[src/rtl/spike_log_pkg.sv]
// Package for the spike event logger.
// Shared sizing constants and event-word layout for the logger and its FIFO.
//   N_SPK   : number of spike channels
//   TS_W    : timestamp counter width (free-running, wraps)
//   DEPTH   : FIFO entries (power of two >= 2)
//   EVT_W   : event word width {ts, spikes}
//   TS_LSB  : bit offset of the timestamp field inside an event word
//   SPK_LSB : bit offset of the spike-vector field inside an event word
//   CNT_W   : occupancy counter width (0..DEPTH inclusive)
package spike_log_pkg;

  localparam int N_SPK   = 3;
  localparam int TS_W    = 5;
  localparam int DEPTH   = 8;
  localparam int EVT_W   = TS_W + N_SPK;
  localparam int TS_LSB  = N_SPK;
  localparam int SPK_LSB = 0;
  localparam int CNT_W   = $clog2(DEPTH) + 1;

  // Build an event word; keeps the field order in one place.
  function automatic logic [EVT_W-1:0] pack_event(input logic [TS_W-1:0]  ts,
                                                   input logic [N_SPK-1:0] spk);
    logic [EVT_W-1:0] w;
    w = '0;
    w[TS_LSB  +: TS_W]  = ts;
    w[SPK_LSB +: N_SPK] = spk;
    return w;
  endfunction

endpackage

[src/rtl/spike_log_fifo.sv]
// Show-ahead synchronous FIFO.
// The head entry is always presented on rdata while valid=1; rdata is a
// register that is updated with the next head at each edge, so it holds its
// last value while the FIFO is empty and reads 0 out of reset.
// Handshake: a push is accepted when the FIFO is not full, or when it is full
// and a pop happens in the same cycle; a pop is honoured only when valid=1.
// Ports:
//   clk, reset : clock, synchronous active-high reset (empties the FIFO)
//   push/wdata : write request and data
//   pop        : advance head (ignored while empty)
//   rdata      : head entry
//   valid      : FIFO non-empty
//   count      : occupancy 0..ENTRIES
//   full       : count == ENTRIES
module spike_log_fifo #(
  parameter int WIDTH   = 8,
  parameter int ENTRIES = 8
) (
  input  logic                       clk,
  input  logic                       reset,
  input  logic                       push,
  input  logic [WIDTH-1:0]           wdata,
  input  logic                       pop,
  output logic [WIDTH-1:0]           rdata,
  output logic                       valid,
  output logic [$clog2(ENTRIES):0]   count,
  output logic                       full
);

  localparam int PTR_W = $clog2(ENTRIES);
  localparam int CW    = PTR_W + 1;

  logic [WIDTH-1:0] mem_q [ENTRIES];
  logic [PTR_W-1:0] wr_ptr_q, wr_ptr_d;
  logic [PTR_W-1:0] rd_ptr_q, rd_ptr_d;
  logic [CW-1:0]    count_q, count_d;
  logic [WIDTH-1:0] rdata_q, rdata_d;
  logic             empty;
  logic             do_push;
  logic             do_pop;

  always_comb begin
    empty    = (count_q == '0);
    full     = (count_q == CW'(ENTRIES));
    do_pop   = pop & ~empty;
    do_push  = push & (~full | do_pop);

    wr_ptr_d = do_push ? wr_ptr_q + PTR_W'(1) : wr_ptr_q;
    rd_ptr_d = do_pop  ? rd_ptr_q + PTR_W'(1) : rd_ptr_q;

    count_d  = count_q;
    case ({do_push, do_pop})
      2'b10:   count_d = count_q + CW'(1);
      2'b01:   count_d = count_q - CW'(1);
      default: count_d = count_q;
    endcase

    // Next head: if the slot about to become head is the one being written
    // this cycle (FIFO empty or draining its last entry), forward wdata.
    rdata_d = rdata_q;
    if (count_d != '0) begin
      if (do_push && (rd_ptr_d == wr_ptr_q)) begin
        rdata_d = wdata;
      end else begin
        rdata_d = mem_q[rd_ptr_d];
      end
    end

    valid = ~empty;
    rdata = rdata_q;
    count = count_q;
  end

  always_ff @(posedge clk) begin
    if (reset) begin
      wr_ptr_q <= '0;
      rd_ptr_q <= '0;
      count_q  <= '0;
      rdata_q  <= '0;
    end else begin
      wr_ptr_q <= wr_ptr_d;
      rd_ptr_q <= rd_ptr_d;
      count_q  <= count_d;
      rdata_q  <= rdata_d;
    end
  end

  // Storage is not reset; pointers and count define what is live.
  always_ff @(posedge clk) begin
    if (!reset && do_push) begin
      mem_q[wr_ptr_q] <= wdata;
    end
  end

endmodule

[src/rtl/spike_event_logger.sv]
// Spike event logger.
// Records one event word {timestamp, spike vector} per cycle in which any
// spike is active (and capture is enabled) into a show-ahead FIFO that the
// host drains via rd_req/rd_valid/rd_data.
// Handshake: rd_valid=1 means rd_data holds the head entry; rd_req pops it at
// the clock edge only when rd_valid=1, otherwise rd_req is ignored.
// Optional feature macro: SPIKE_LOG_COUNT_EN enables per-channel 8-bit
// saturating spike counters on spk_cnt; without it spk_cnt is tied to 0.
// Ports:
//   clk, reset : clock, synchronous active-high reset
//   enable     : capture events when 1 (timestamp always runs)
//   spikes_in  : spike vector, bit i = neuron i fired
//   rd_req     : pop head entry
//   rd_valid   : FIFO non-empty
//   rd_data    : head entry {ts, spikes}
//   count      : FIFO occupancy 0..DEPTH
//   overflow   : sticky, an event was dropped because the FIFO was full
//   ovf_clr    : clear overflow (a drop in the same cycle keeps it set);
//                with counters enabled, a pop with ovf_clr=1 zeroes them
//   spk_cnt    : per-channel counters, channel i at [8i+7:8i]
module spike_event_logger
  import spike_log_pkg::*;
(
  input  logic               clk,
  input  logic               reset,
  input  logic               enable,
  input  logic [N_SPK-1:0]   spikes_in,
  input  logic               rd_req,
  output logic               rd_valid,
  output logic [EVT_W-1:0]   rd_data,
  output logic [CNT_W-1:0]   count,
  output logic               overflow,
  input  logic               ovf_clr,
  output logic [8*N_SPK-1:0] spk_cnt
);

  logic [TS_W-1:0] ts_q, ts_d;
  logic            overflow_q, overflow_d;
  logic            push;
  logic            pop;
  logic            fifo_full;
  logic            drop;

  always_comb begin
    ts_d       = ts_q + TS_W'(1);
    push       = enable & (|spikes_in);
    pop        = rd_req & rd_valid;
    // A full FIFO can still take an event if the head leaves this cycle.
    drop       = push & fifo_full & ~pop;
    overflow_d = overflow_q;
    if (drop) begin
      overflow_d = 1'b1;
    end else if (ovf_clr) begin
      overflow_d = 1'b0;
    end
    overflow   = overflow_q;
  end

  always_ff @(posedge clk) begin
    if (reset) begin
      ts_q       <= '0;
      overflow_q <= 1'b0;
    end else begin
      ts_q       <= ts_d;
      overflow_q <= overflow_d;
    end
  end

  spike_log_fifo #(
    .WIDTH   (EVT_W),
    .ENTRIES (DEPTH)
  ) u_fifo (
    .clk   (clk),
    .reset (reset),
    .push  (push),
    .wdata (pack_event(ts_q, spikes_in)),
    .pop   (rd_req),
    .rdata (rd_data),
    .valid (rd_valid),
    .count (count),
    .full  (fifo_full)
  );

`ifdef SPIKE_LOG_COUNT_EN
  logic [7:0] cnt_q [N_SPK];
  logic [7:0] cnt_d [N_SPK];

  always_comb begin
    spk_cnt = '0;
    for (int i = 0; i < N_SPK; i++) begin
      cnt_d[i] = cnt_q[i];
      // Counters see every enabled spike, accepted by the FIFO or not.
      if (pop && ovf_clr) begin
        cnt_d[i] = 8'd0;
      end else if (enable && spikes_in[i] && (cnt_q[i] != 8'hff)) begin
        cnt_d[i] = cnt_q[i] + 8'd1;
      end
      spk_cnt[8*i +: 8] = cnt_q[i];
    end
  end

  always_ff @(posedge clk) begin
    for (int i = 0; i < N_SPK; i++) begin
      if (reset) begin
        cnt_q[i] <= 8'd0;
      end else begin
        cnt_q[i] <= cnt_d[i];
      end
    end
  end
`else
  assign spk_cnt = '0;
`endif

endmodule

[config.mk]
export PLATFORM = sky130hd
export DESIGN_NAME = spike_event_logger
export DESIGN_NICKNAME = d
export VERILOG_FILES = /design/src/rtl/spike_log_pkg.sv /design/src/rtl/spike_log_fifo.sv /design/src/rtl/spike_event_logger.sv
export SDC_FILE = /design/constraint.sdc
export NUM_CORES = 1
export LEC_CHECK = 0
export ABC_AREA = 1
export BUFFER_PORTS_ARGS = -buffer_cell sky130_fd_sc_hd__buf_2
export CAP_MARGIN = 20
export CORE_UTILIZATION = 59
export DETAILED_ROUTE_END_ITERATION = 7
export PLACE_DENSITY = 0.87
export SLEW_MARGIN = 20
export SYNTH_ARGS = -nofsm -noshare
export SYNTH_HDL_FRONTEND = slang
export SYNTH_SLANG_ARGS = --single-unit
[constraint.sdc]
create_clock -name clk -period 2.6 [get_ports clk]
set_clock_uncertainty 0.2 [all_clocks]
set_input_delay 0.13 -clock clk [delete_from_list [all_inputs] [get_ports clk]]
set_output_delay 0.13 -clock clk [all_outputs]
set_load 0.05 [all_outputs]
==> results by group <==
Power and ir drop
  – Sw frac: 0.425
  – Gate power share: 0.397
  – VDD IR-drop max: 0.000544 V
  – Sequential share of power: 0.366
  – Clock network fraction of design power: 0.237
  – Leakage: 2.34 nW
  – Net Sw Power: 1.98 mW
  – P per Cell Area: 932 nW/µm²
  – P_int: 2.68 mW

Floorplan
  – Die height: 89.6 µm
  – Rows: 31
  – Die ar.: 8020 µm²
  – Die X: 89.6 µm
  – Starting Density: 0.617
  – I/O pins: 46
  – Core area: 7330 µm²

Worst setup path
  – Critical path's slowest cell: dlygate4sd3_1
  – WP buf/inv: 4
  – Worst-path fanout max: 10
  – Critical path type: primary input to flop
  – Worst-path cell chain: dlygate4sd3_1 > buf_2 > nor2_2 > nand2_1 > nand2_1 > nand3_1 > nand2_1 > inv_1 > ha_1 > inv_1 > nand2_1 > nand2_1 > nand2_1 > nor2_4 > nand3_1 > nand2_1 > nor2_2
  – Worst path max stage delay: 0.54 ns
  – Crit. End Element: flop
  – CP required: 2.67 ns
  – Crit start category: primary input
  – Worst EP arrival: 2.46 ns
  – Delay-heaviest family, CP: simple AND/OR/NAND/NOR gates
  – CP most frequent cell: nand2_1

Yosys
  – Distinct cells, synth: 26
  – Avg Cell Area, Syn: 8.70 µm²
  – Synth warn: 0
  – Post-synth ARST share: 0
  – Post-Synthesis Cells: 520
  – Top cell type's share of synthesized area: 0.425
  – Cell taking the most area after synthesis: edfxtp_1
  – Sequential share of the synthesized area: 0.531
  – Cell Area, Synth: 4520 µm²
  – FF+latch count, synth: 88
  – Synth top area cells: edfxtp_1 (42%), nand3_1 (11%), dfxtp_1 (11%)
  – Top FF cell, synth: edfxtp_1
  – EDFF count, synth: 64

Timing
  – Setup TNS: 0 ns
  – Tcrit/Tclk final: 0.920
  – Final Setup Violations: 0
  – Unrepaired setup endpoints after global routing: false
  – Final worst slack: 0.209 ns
  – Fmax achieved: 0.418 GHz
  – Fin crit period: 2.39 ns
  – Final Hold Violating Endpoints: 0
  – Final Max Slew Viols: 0

Layout
  – Antenna diodes: 0
  – Final instance area: 5000 µm²
  – Nets: 571
  – Reg area: 2410 µm²
  – Layout cell share with drive strength beyond 1: 0.168
  – # fillers: 535
  – Area delta synth->final: 10.6%
  – Area of the multi-input gates: 1600 µm²

Global routing
  – Remaining Overflow, GRT: 0
  – Initial antenna violation count: 0
  – Global-route wire length before repair: 15.3 mm
  – Largest net degree at the start of global routing: 20
  – Overall routing resource usage: 0.264
  – Vias in the first global route: 3194

Clock network
  – Worst-skew pair later-pin latency: 0.37 ns
  – Htree depth: 3
  – # Post-CTS Setup Buffers: 0
  – CTS buffer count: 9
  – CTS tree: built
  – Root buf cell: clkbuf_8
  – Clock Pin Slew Worst Setup and Hold Paths: 0.09 ns
  – Clock sink total: 88
  – Clock tree buffer depth: 2

Outcome
  – Status: completed

Placed design
  – Post-DP Area: 4700 µm²
  – Final HPWL DP: 6.66 mm
  – Pre-CTS setup slack: 0.314 ns
  – GPL Wtd Cong: 0.908
  – Number of port buffers: 21

Detailed routing
  – Post-route ant nets: 0
  – Post-route DRC: 0
  – Drt total wl: 9.88 mm
  – Drt initial violations: 403
  – Pre-antenna DRT Iters: 5
  – DR WL/cell: 14.9 µm
  – Via density: 5.39
  – Total number of vias: 3573

Run
  – Max_cap viols: 0

Min path
  – Worst hold path class: primary input to flop
area by class of cell:
cell class                 instances  area share
tap                               99      0.0248
clock buffer                      10      0.0275
multi-input combinational        323       0.320
timing repair buffer              41      0.0540
inverter                          96      0.0720
clock inverter                     6      0.0205
sequential                        88       0.481
Yosys cell counts (3+ instances only):
cell and number:
nand2_1 105, nand3_1 101, inv_1 92, edfxtp_1 64, nor2_1 34, buf_4 26, dfxtp_1 24, nor2_2 11
nand2_2 9, nand4_1 9, a21oi_1 6, buf_2 6, nand2_4 5, ha_1 4, inv_2 4, nand3_2 4
nor2_4 3
metal layers:
metal	vias to the layer above	GRT usage	wire (µm)
li1	1704	-	-
met1	1630	0.339	3780
met2	209	0.424	4820
met3	30	0.0649	1010
met4	0	0.126	274
met5	-	0	0
sequential cells by signal, indices dropped and copies added (netlist names):
name,flops
u_fifo.mem_q,64
u_fifo.wr_ptr_q,3
ts_q,5
u_fifo.rdata,8
u_fifo.rd_ptr_q,3
u_fifo.count,4
overflow,1
cells by family (layout without fill, tap and decap cells):
family | after synthesis | in the layout | synth area share
other | 1 | 24 | 0.000829
flip-flops | 88 | 88 | 0.531
AO/OA/AOI/OAI | 8 | 8 | 0.00885
buffers and inverters | 132 | 153 | 0.134
AND/OR/NAND/NOR | 284 | 284 | 0.308
XOR/XNOR | 3 | 3 | 0.00581
adder cells (fa/ha/maj) | 4 | 4 | 0.0111
repair_timing:
action	CTS	global route
hold endpoints to repair	36	0
resized for setup	0	1
endpoints found under the setup margin	0	8
hold buffers	6	0
power by group through the flow:
stage | Combinational [mW] | Clock [mW] | Sequential, mW
CTS | 1.83 | 1.11 | 1.71
finish | 1.85 | 1.11 | 1.71
global route | 2.01 | 1.17 | 1.72
floorplan | 1.17 | 0 | 1.99
detailed placement | 1.80 | 0 | 1.74
global placement | 1.76 | 0 | 1.73
worst paths after layout:
check                      from                 end  slack (ns)  depth (start not counted)
max reg2reg     u_fifo.count[1]     u_fifo.rdata[2]        0.27                         13
min                      enable  u_fifo.wr_ptr_q[1]        0.07                          5
max                spikes_in[1]     u_fifo.rdata[2]        0.21                         17
min reg2reg  u_fifo.wr_ptr_q[0]  u_fifo.wr_ptr_q[0]        0.35                          2
worst min-delay path: cells and delay by family:
family                 cells  cell delay (ns)
AOI/OAI and AO/OA          2             0.16
and+or+nand+nor            1             0.16
buffers and inverters      2             0.16
cell usage in the layout, fill, tap and decap left out, types with 2 or more instances in the layout:
cell type and instances:
dfxtp_1 20, nor2_2 12, ha_1 4, buf_4 14
nor2_4 3, nand3_1 101, clkbuf_8 10, conb_1 24
edfxtp_1 64, nand3_2 4, dfxtp_2 4, o21ai_0 2
nand2_2 9, nand3_4 2, nand2_4 5, nor2_1 33
nand2_1 105, xnor2_1 2, bufinv_16 2, clkinv_4 2
inv_1 92, inv_2 4, buf_2 21, a21oi_1 6
nand4_1 9, dlygate4sd3_1 6
through the flow:
| stage | util | hold slack (ns) | instances | total power, mW |
|---|---|---|---|---|
| finish | 0.683 | 0.0681 | 663 | 4.67 |
| global route | 0.683 | 0.0927 | 663 | 4.89 |
| detailed placement | 0.641 | 0.245 | 641 | 3.54 |
| CTS | 0.682 | 0.0508 | 663 | 4.65 |
| global placement | 0.641 | 0.241 | 641 | 3.49 |
| floorplan | - | -0.00835 | 543 | 3.16 |
(Power assumes the default switching activity.)
